--- src/rtl/hazard_scoreboard.sv ---
// ---------------------------------------------------------------------------
// hazard_scoreboard
//
// ID-stage hazard detector built around a per-register countdown scoreboard.
// Each architectural register r has a small down-counter cnt[r] holding the
// number of bubbles a consumer of r must still wait before the in-flight
// write can be read. The instruction in ID is stalled while any of its valid
// sources has a nonzero counter.
//
// Ports:
//   clk             system clock, rising edge
//   rst_n           synchronous active-low reset
//   freeze          whole pipeline held; counters and stall_count hold
//   flush           instruction in ID is cancelled (does not issue)
//   ignore_hazard   instruction in ID has no register sources
//   src_addr        flattened source addresses, source i at [i*REG_ADDR_W +: REG_ADDR_W]
//   src_valid       per-source "operand actually read"
//   id_valid        ID holds a real instruction
//   dest_addr       destination register of the instruction in ID
//   dest_wb_en      instruction in ID writes dest_addr
//   dest_is_load    instruction in ID is a load
//   hazard_detected stall request for the instruction in ID
//   issue           instruction in ID advances this cycle
//   pending_mask    bit r set while cnt[r] != 0
//   stall_count     saturating count of non-frozen hazard cycles
// ---------------------------------------------------------------------------
module hazard_scoreboard #(
  parameter int REG_ADDR_W    = 4,
  parameter int NUM_REGS      = 16,
  parameter int NUM_SRC       = 3,
  parameter int FORWARDING_EN = 1,
  parameter int LOAD_LAT      = 1,
  parameter int ALU_LAT       = 0,
  parameter int NOFWD_LAT     = 2,
  parameter int CNT_W         = 2
) (
  input  logic                          clk,
  input  logic                          rst_n,
  input  logic                          freeze,
  input  logic                          flush,
  input  logic                          ignore_hazard,
  input  logic [NUM_SRC*REG_ADDR_W-1:0] src_addr,
  input  logic [NUM_SRC-1:0]            src_valid,
  input  logic                          id_valid,
  input  logic [REG_ADDR_W-1:0]         dest_addr,
  input  logic                          dest_wb_en,
  input  logic                          dest_is_load,
  output logic                          hazard_detected,
  output logic                          issue,
  output logic [NUM_REGS-1:0]           pending_mask,
  output logic [31:0]                   stall_count
);

  localparam logic [CNT_W-1:0] LOAD_L  = CNT_W'(LOAD_LAT);
  localparam logic [CNT_W-1:0] ALU_L   = CNT_W'(ALU_LAT);
  localparam logic [CNT_W-1:0] NOFWD_L = CNT_W'(NOFWD_LAT);
  localparam logic [CNT_W-1:0] CNT_ONE = CNT_W'(1);

  logic [CNT_W-1:0]      cnt     [NUM_REGS];
  logic [CNT_W-1:0]      cnt_dec [NUM_REGS];
  logic [CNT_W-1:0]      cnt_nxt [NUM_REGS];
  logic [REG_ADDR_W-1:0] src_a   [NUM_SRC];
  logic [CNT_W-1:0]      wr_lat;
  logic                  src_hit;
  logic                  wr_set;

  for (genvar i = 0; i < NUM_SRC; i++) begin : g_src
    assign src_a[i] = src_addr[i*REG_ADDR_W +: REG_ADDR_W];
  end

  // Sources are checked against the current (old) counters only, so an
  // instruction reading its own destination never stalls on itself.
  always_comb begin
    src_hit = 1'b0;
    for (int i = 0; i < NUM_SRC; i++) begin
      if (src_valid[i] && (cnt[src_a[i]] != '0)) begin
        src_hit = 1'b1;
      end
    end
  end

  assign hazard_detected = ~ignore_hazard & id_valid & src_hit;
  assign issue           = id_valid & ~hazard_detected & ~freeze & ~flush;
  assign wr_set          = issue & dest_wb_en;

  always_comb begin
    if (FORWARDING_EN != 0) begin
      wr_lat = dest_is_load ? LOAD_L : ALU_L;
    end else begin
      wr_lat = NOFWD_L;
    end
  end

  // Decrement saturates at zero; a new writer may only raise a counter, so a
  // slow older write is never hidden by a faster younger one (WAW ordering).
  for (genvar r = 0; r < NUM_REGS; r++) begin : g_reg
    assign cnt_dec[r] = (cnt[r] != '0) ? (cnt[r] - CNT_ONE) : cnt[r];

    always_comb begin
      cnt_nxt[r] = cnt_dec[r];
      if (wr_set && (dest_addr == REG_ADDR_W'(r)) && (wr_lat > cnt_dec[r])) begin
        cnt_nxt[r] = wr_lat;
      end
    end

    assign pending_mask[r] = (cnt[r] != '0);
  end

  always_ff @(posedge clk) begin
    if (!rst_n) begin
      for (int r = 0; r < NUM_REGS; r++) begin
        cnt[r] <= '0;
      end
      stall_count <= '0;
    end else if (!freeze) begin
      for (int r = 0; r < NUM_REGS; r++) begin
        cnt[r] <= cnt_nxt[r];
      end
      if (hazard_detected && (stall_count != 32'hFFFF_FFFF)) begin
        stall_count <= stall_count + 32'd1;
      end
    end
  end

endmodule

--- config.mk ---
export PLATFORM = sky130hd
export DESIGN_NAME = hazard_scoreboard
export DESIGN_NICKNAME = d
export VERILOG_FILES = /design/src/rtl/hazard_scoreboard.sv
export SDC_FILE = /design/constraint.sdc
export NUM_CORES = 1
export LEC_CHECK = 0
export CELL_PAD_IN_SITES_DETAIL_PLACEMENT = 1
export CELL_PAD_IN_SITES_GLOBAL_PLACEMENT = 1
export CORE_MARGIN = 5
export CORE_UTILIZATION = 41
export DETAILED_ROUTE_END_ITERATION = 6
export GPL_TIMING_DRIVEN = 0
export PLACE_DENSITY = 0.8
export SKIP_LAST_GASP = 1
export SYNTH_ARGS = -nofsm -noshare
export SYNTH_HDL_FRONTEND = slang
export SYNTH_SLANG_ARGS = --single-unit
--- constraint.sdc ---
create_clock -name clk -period 4.1 [get_ports clk]
set_clock_uncertainty 0.05 [all_clocks]
set_input_delay 0.82 -clock clk [delete_from_list [all_inputs] [get_ports clk]]
set_output_delay 0.82 -clock clk [all_outputs]
set_load 0.1 [all_outputs]
==> metrics.txt, run 1 <==
register area share after synthesis 0.374; Hold Slack 453 ps; Hold Vio Cnt, Final 0; EDFF count, synth 32; RSZ-0062 raised after global routing yes; max-slew violation count 0; DRC marker count from the first detailed-route iteration 252; final worst slack 86.6 ps; synthesized instance count 458; Post-Place Worst Slack -1460 ps; leakage power 1.98 nW; worst hold-check path type reg2reg; Sequential Area 1600 um2; via/cell ratio 6.16; die area 12,600 um2; cell taking the most area after synthesis edfxtp_1; Post-Syn Area 4290 um2; CTS H-tree depth 3; setup violators final 0; largest net degree at the start of global routing 33; Finished Layout Cells 686; # diodes 0; CP Data Arrival Time 3140 ps; clock slew at reported path FFs 80 ps; average wire per standard cell 21.4 um; Mean Syn Cell Area 9.36 um2; #FFs+latches synth 64; final worst-path cycle share 0.979; top cells by area, synth edfxtp_1 (22%), dfxtp_1 (15%), mux4_2 (6.3%); Slew headroom 0.336; syn_nets 502; die height 112 um; share of the synthesized area in the top cell type 0.224; standard-cell rows 37; synth warn 0; Final Power 1.63 mW; placed insts 669; setup TNS 0 ps; worst endpoint required time 3230 ps; vias in the first global route 4,359; Min Clock Period, post-route 4010 ps; Die Wd 112 um; Top-Level Pins 77; clk sinks 64; max_cap viols 0; Clk Tree Root Cell clkbuf_8; area of the multi-input gates 2480 um2; first-pass GRT wire length 23,400 um; pwr dens 301 nW/um2; kind of critical path reg2out; DRC Markers 0; number of port buffers 75; GRT Total Usage 0.231; fmax 249 MHz; Area Overhead vs Synth 26.1%; Starting Density 0.417; Placeable Area 10,300 um2; First-pass DRT Iterations 5; Startpoint Class flop; Fillers 1,236; worst-path fanout max 19; Worst-Skew Late Latency 350 ps; asr flop ratio synth 0; Synth Flop Type edfxtp_1; CTS tree yes; global route overflow 0; worst IR drop on VDD 138 uV; via count of the routed design 4,224; Worst-Margin Slew 992 ps; post-synthesis cell type count 50; CP Capture Type primary output; antenna-violating nets left 0; status completed; initial antenna violation count 0; WL final 14,700 um; hold buffer count at CTS 0; layout cells sized above 1 0.107; Clock Path Buffers 2; fin nets 589; routability cong. 0.901; post-DP HPWL 10,700 um; total CTS buffers 9
registers in the layout, summed over array words and instances, names as in the netlist:
name         count
cnt             32
stall_count     32
per-layer routing:
metal,up-vias,part of all wire,global-route usage
met5,-,0,0
met4,0,0.012,0.0513
met3,19,0.051,0.0431
met2,115,0.48,0.381
met1,2145,0.46,0.316
li1,1945,-,-
synthesized netlist by cell type, drive strengths merged, types with 15 or more instances:
cell / n
and3: 16
nand3: 25
or4: 20
a21oi: 24
inv: 22
nor2: 28
dfxtp: 32
o31ai: 20
nand2: 43
ha: 17
edfxtp: 32
mux2i: 20
nand2b: 15
nor2b: 19
metrics by stage:
| stage | instance area, um2 | util |
|---|---|---|
| 6_report | 5400 | 0.526 |
| 5_1_grt | 5400 | 0.526 |
| 4_1_cts | 5410 | 0.527 |
| 3_5_place_dp | 5210 | 0.507 |
| 3_3_place_gp | 5210 | 0.507 |
| 2_1_floorplan | 4290 | - |
area by class of cell:
type / count / area share
Multi-Input combinational cell: 346 / 0.459
Clock inverter: 2 / 0.00208
Tap cell: 136 / 0.0315
Timing Repair Buffer: 77 / 0.140
Inverter: 22 / 0.0153
Buffer: 25 / 0.0234
Clock buffer: 14 / 0.0322
Sequential cell: 64 / 0.296
layout by cell type, fill, tap and decap left out, types with 6 or more instances in the layout:
cell type        Yosys  routed
mux2i_1             20      20
inv_1               18      18
nor4_1               8       8
or4_1               20      20
nor2_1              23      23
nand2b_1            15      15
and3_1              16      16
o31ai_1             20      20
nor3_1              10      10
nand2_1             43      42
clkdlybuf4s50_1      0      68
a2111oi_0            8       8
clkbuf_1            14      17
mux4_2              12      12
edfxtp_1            32      32
nand4_1             14      14
clkbuf_8             0      10
dfxtp_1             32      32
buf_2                5       6
ha_1                17      17
nand3_1             25      25
nor2b_1             19      19
a21oi_1             23      23
repair_timing:
item	in CTS	in global routing
setup endpoints to repair	2	2
cloned	0	0
resized for setup	19	6
buffers inserted	2	0
pin swaps	1	0
power by group:
part           switching (mW)  internal, mW  total [mW]
registers              0.0188         0.691       0.709
logic                   0.267         0.117       0.384
clock network           0.260         0.274       0.534
final timing paths:
check | depth (start not counted) | endpoint | slack [ps] | from
min | 2 | stall_count[20] | 450 | stall_count[20]
max | 10 | issue | 90 | cnt[4][1]
max reg2reg | 11 | cnt[7][0] | 810 | cnt[4][1]
min reg2reg | 2 | stall_count[20] | 450 | stall_count[20]
logic make-up after synthesis:
group	synth area share
AND/OR/NAND/NOR	0.291
AO/OA/AOI/OAI	0.124
flip-flops	0.374
buffers and inverters	0.0496
multiplexers	0.112
adder cells (fa/ha/maj)	0.0496
worst max-delay path, stage by stage (launching register included):
cell and delay, ps:
edfxtp_1 430, nor2_1 220, inv_1 110, mux4_2 450
or3b_1 370, o211a_2 210, nor3_4 240, buf_6 180
buf_6 200, and2_2 190, buf_12 170
Note: power is estimated with default switching activity, not from simulation.
==> run 2: changes to the inputs <==
--- a/config.mk
+++ b/config.mk
@@ -7,7 +7,7 @@
 export LEC_CHECK = 0
 export CELL_PAD_IN_SITES_DETAIL_PLACEMENT = 1
 export CELL_PAD_IN_SITES_GLOBAL_PLACEMENT = 1
-export CORE_MARGIN = 5
+export CORE_MARGIN = 1
 export CORE_UTILIZATION = 41
 export DETAILED_ROUTE_END_ITERATION = 6
 export GPL_TIMING_DRIVEN = 0
==> run 2 against run 1 <==
Against the previous run:
- first-iteration DRC count is 29% higher
- cell area is 1.2% higher
- combinational power about the same
- cell count down 0.58%
- register-to-register slack worse by 90 ps
- largest cell class unchanged
- largest power group unchanged
==> metrics.txt, run 2 (synthesis results as in run 1) <==
status completed; leakage power 1.99 nW; Clock Path Buffers 2; Placeable Area 9950 um2; placed insts 666; via/cell ratio 6.23; routability cong. 0.835; met2 WL 7030 um; CP Capture Type primary output; DRC marker count from the first detailed-route iteration 326; CP Data Arrival Time 3070 ps; critical path, cell by cell clkdlybuf4s50_1 > mux4_2 > a221o_1 > a21oi_4 > nor3_4 > buf_6 > buf_6 > and2_2 > buf_12; max-slew violation count 0; total CTS buffers 9; WL final 14,600 um; most common cell after layout, fill and taps aside clkdlybuf4s50_1; # diodes 0; fin nets 588; antenna-violating nets left 0; pwr dens 325 nW/um2; reg2reg end stall_count[11]; First-pass DRT Iterations 5; number of port buffers 75; Worst-Margin Slew 978 ps; Slew headroom 0.346; GRT Total Usage 0.274; CTS H-tree depth 3; worst IR drop on VDD 197 uV; hold path depth 2; kind of critical path in2out; met3 wire len 810 um; Final Power 1.78 mW; average wire per standard cell 21.5 um; Min Clock Period, post-route 3940 ps; Top-Level Pins 77; largest net degree at the start of global routing 33; post-DP HPWL 10,600 um; worst r2r src stall_count[3]; final worst-path cycle share 0.961; hold buffer count at CTS 0; worst endpoint required time 3230 ps; fmax 254 MHz; critical path's slowest cell clkdlybuf4s50_1; die height 104 um; R2R setup slack 720 ps; hold path start stall_count[20]; biggest regs cnt: 32 flops, stall_count: 32 flops; standard-cell rows 36; RSZ-0062 raised after global routing no; worst hold-check path type reg2reg; Worst Reg-to-Reg Cells 9; Die Wd 104 um; die area 10,900 um2; clk sinks 64; WHS Endpoint stall_count[20]; critical path's largest stage delay 560 ps; first-pass GRT wire length 23,400 um; Starting Density 0.431; WL met1 6420 um; Finished Layout Cells 682; layout cells sized above 1 0.111; setup violators final 0; Fillers 1,155; Worst-Skew Late Latency 360 ps; Max Used Layer met4; most frequent cells in the layout clkdlybuf4s50_1 (68), nand2_1 (42), edfxtp_1 (32), dfxtp_1 (32), nand3_1 (25); DRC Markers 0; Startpoint Class primary input; clock slew at reported path FFs 70 ps; global route overflow 0; vias in the first global route 4,475; initial antenna violation count 1; max_cap viols 0; Clk Tree Root Cell clkbuf_8; Most common cell on crit path buf_6; Hold Vio Cnt, Final 0; via count of the routed design 4,250; worst-path fanout max 19; Area Overhead vs Synth 27.5%; Buf/Inv on CP 4; CTS tree yes; crit-path leading delay family buffers and inverters
==> run 2: cell count changes in the layout (fill, tap and decap cells not counted), moves of 2 or more <==
cell | before | now
clkdlybuf4s15_2 | 0 | 2
bufinv_16 | 0 | 3
clkbuf_2 | 2 | 0
clkbuf_1 | 17 | 14
==> run 2: worst max-delay path by stage <==
stage                           start  endpoint  slack [ps]  cells past startpoint
after detailed placement  src_addr[0]     issue       -1380                     10
after global placement    src_addr[0]     issue       -1360                     10
after floorplan             cnt[0][1]     issue         160                     10
after global routing      src_addr[8]     issue          50                      9
final                     src_addr[7]     issue         160                      9
after CTS                   cnt[4][1]     issue           7                     11
==> run 2: per-layer routing <==
| metal | vias to the layer above | GRT usage |
|---|---|---|
| met1 | 2137 | 0.359 |
| met4 | 0 | 0.103 |
| met5 | - | 0 |
| met2 | 141 | 0.447 |
| li1 | 1936 | - |
| met3 | 36 | 0.0508 |
==> run 2: tightest hold or removal path, stage by stage (launching register included) <==
cell and delay [ps]:
dfxtp_1 340, nand2_1 60, mux2i_1 50
==> run 2: per-stage QoR <==
step,cell area [um2],setup TNS [ps],hold slack (ps),setup WS [ps],utilization
after floorplan,4290,0,526,160,-
after global placement,5200,-2000,430,-1360,0.523
after detailed placement,5200,-2070,449,-1380,0.523
after CTS,5470,0,455,7.45,0.550
after global routing,5470,0,479,46.8,0.549
final,5470,0,455,159,0.549
==> run 2: cell type report <==
| class | instances | area [um2] | share of cell area |
|---|---|---|---|
| plain buffers | 25 | 126 | 0.0231 |
| clock buffers | 9 | 124 | 0.0227 |
| clock inverters | 7 | 119 | 0.0217 |
| inverters | 22 | 82.6 | 0.0151 |
| multi-input cells | 346 | 2480 | 0.454 |
| flip-flops and latches | 64 | 1600 | 0.293 |
| well taps | 133 | 166 | 0.0304 |
| repair buffers | 76 | 763 | 0.140 |
==> run 2: power by group <==
group,total (mW),leakage [nW],internal (mW),switching (mW)
clock network,0.683,0.117,0.405,0.278
logic,0.385,1.26,0.117,0.267
registers,0.709,0.613,0.690,0.0187
==> run 2: repair_timing <==
item	CTS	global route
setup buffers	1	0
pin swaps	1	0
endpoints found under the setup margin	2	2
gates resized for setup	23	4
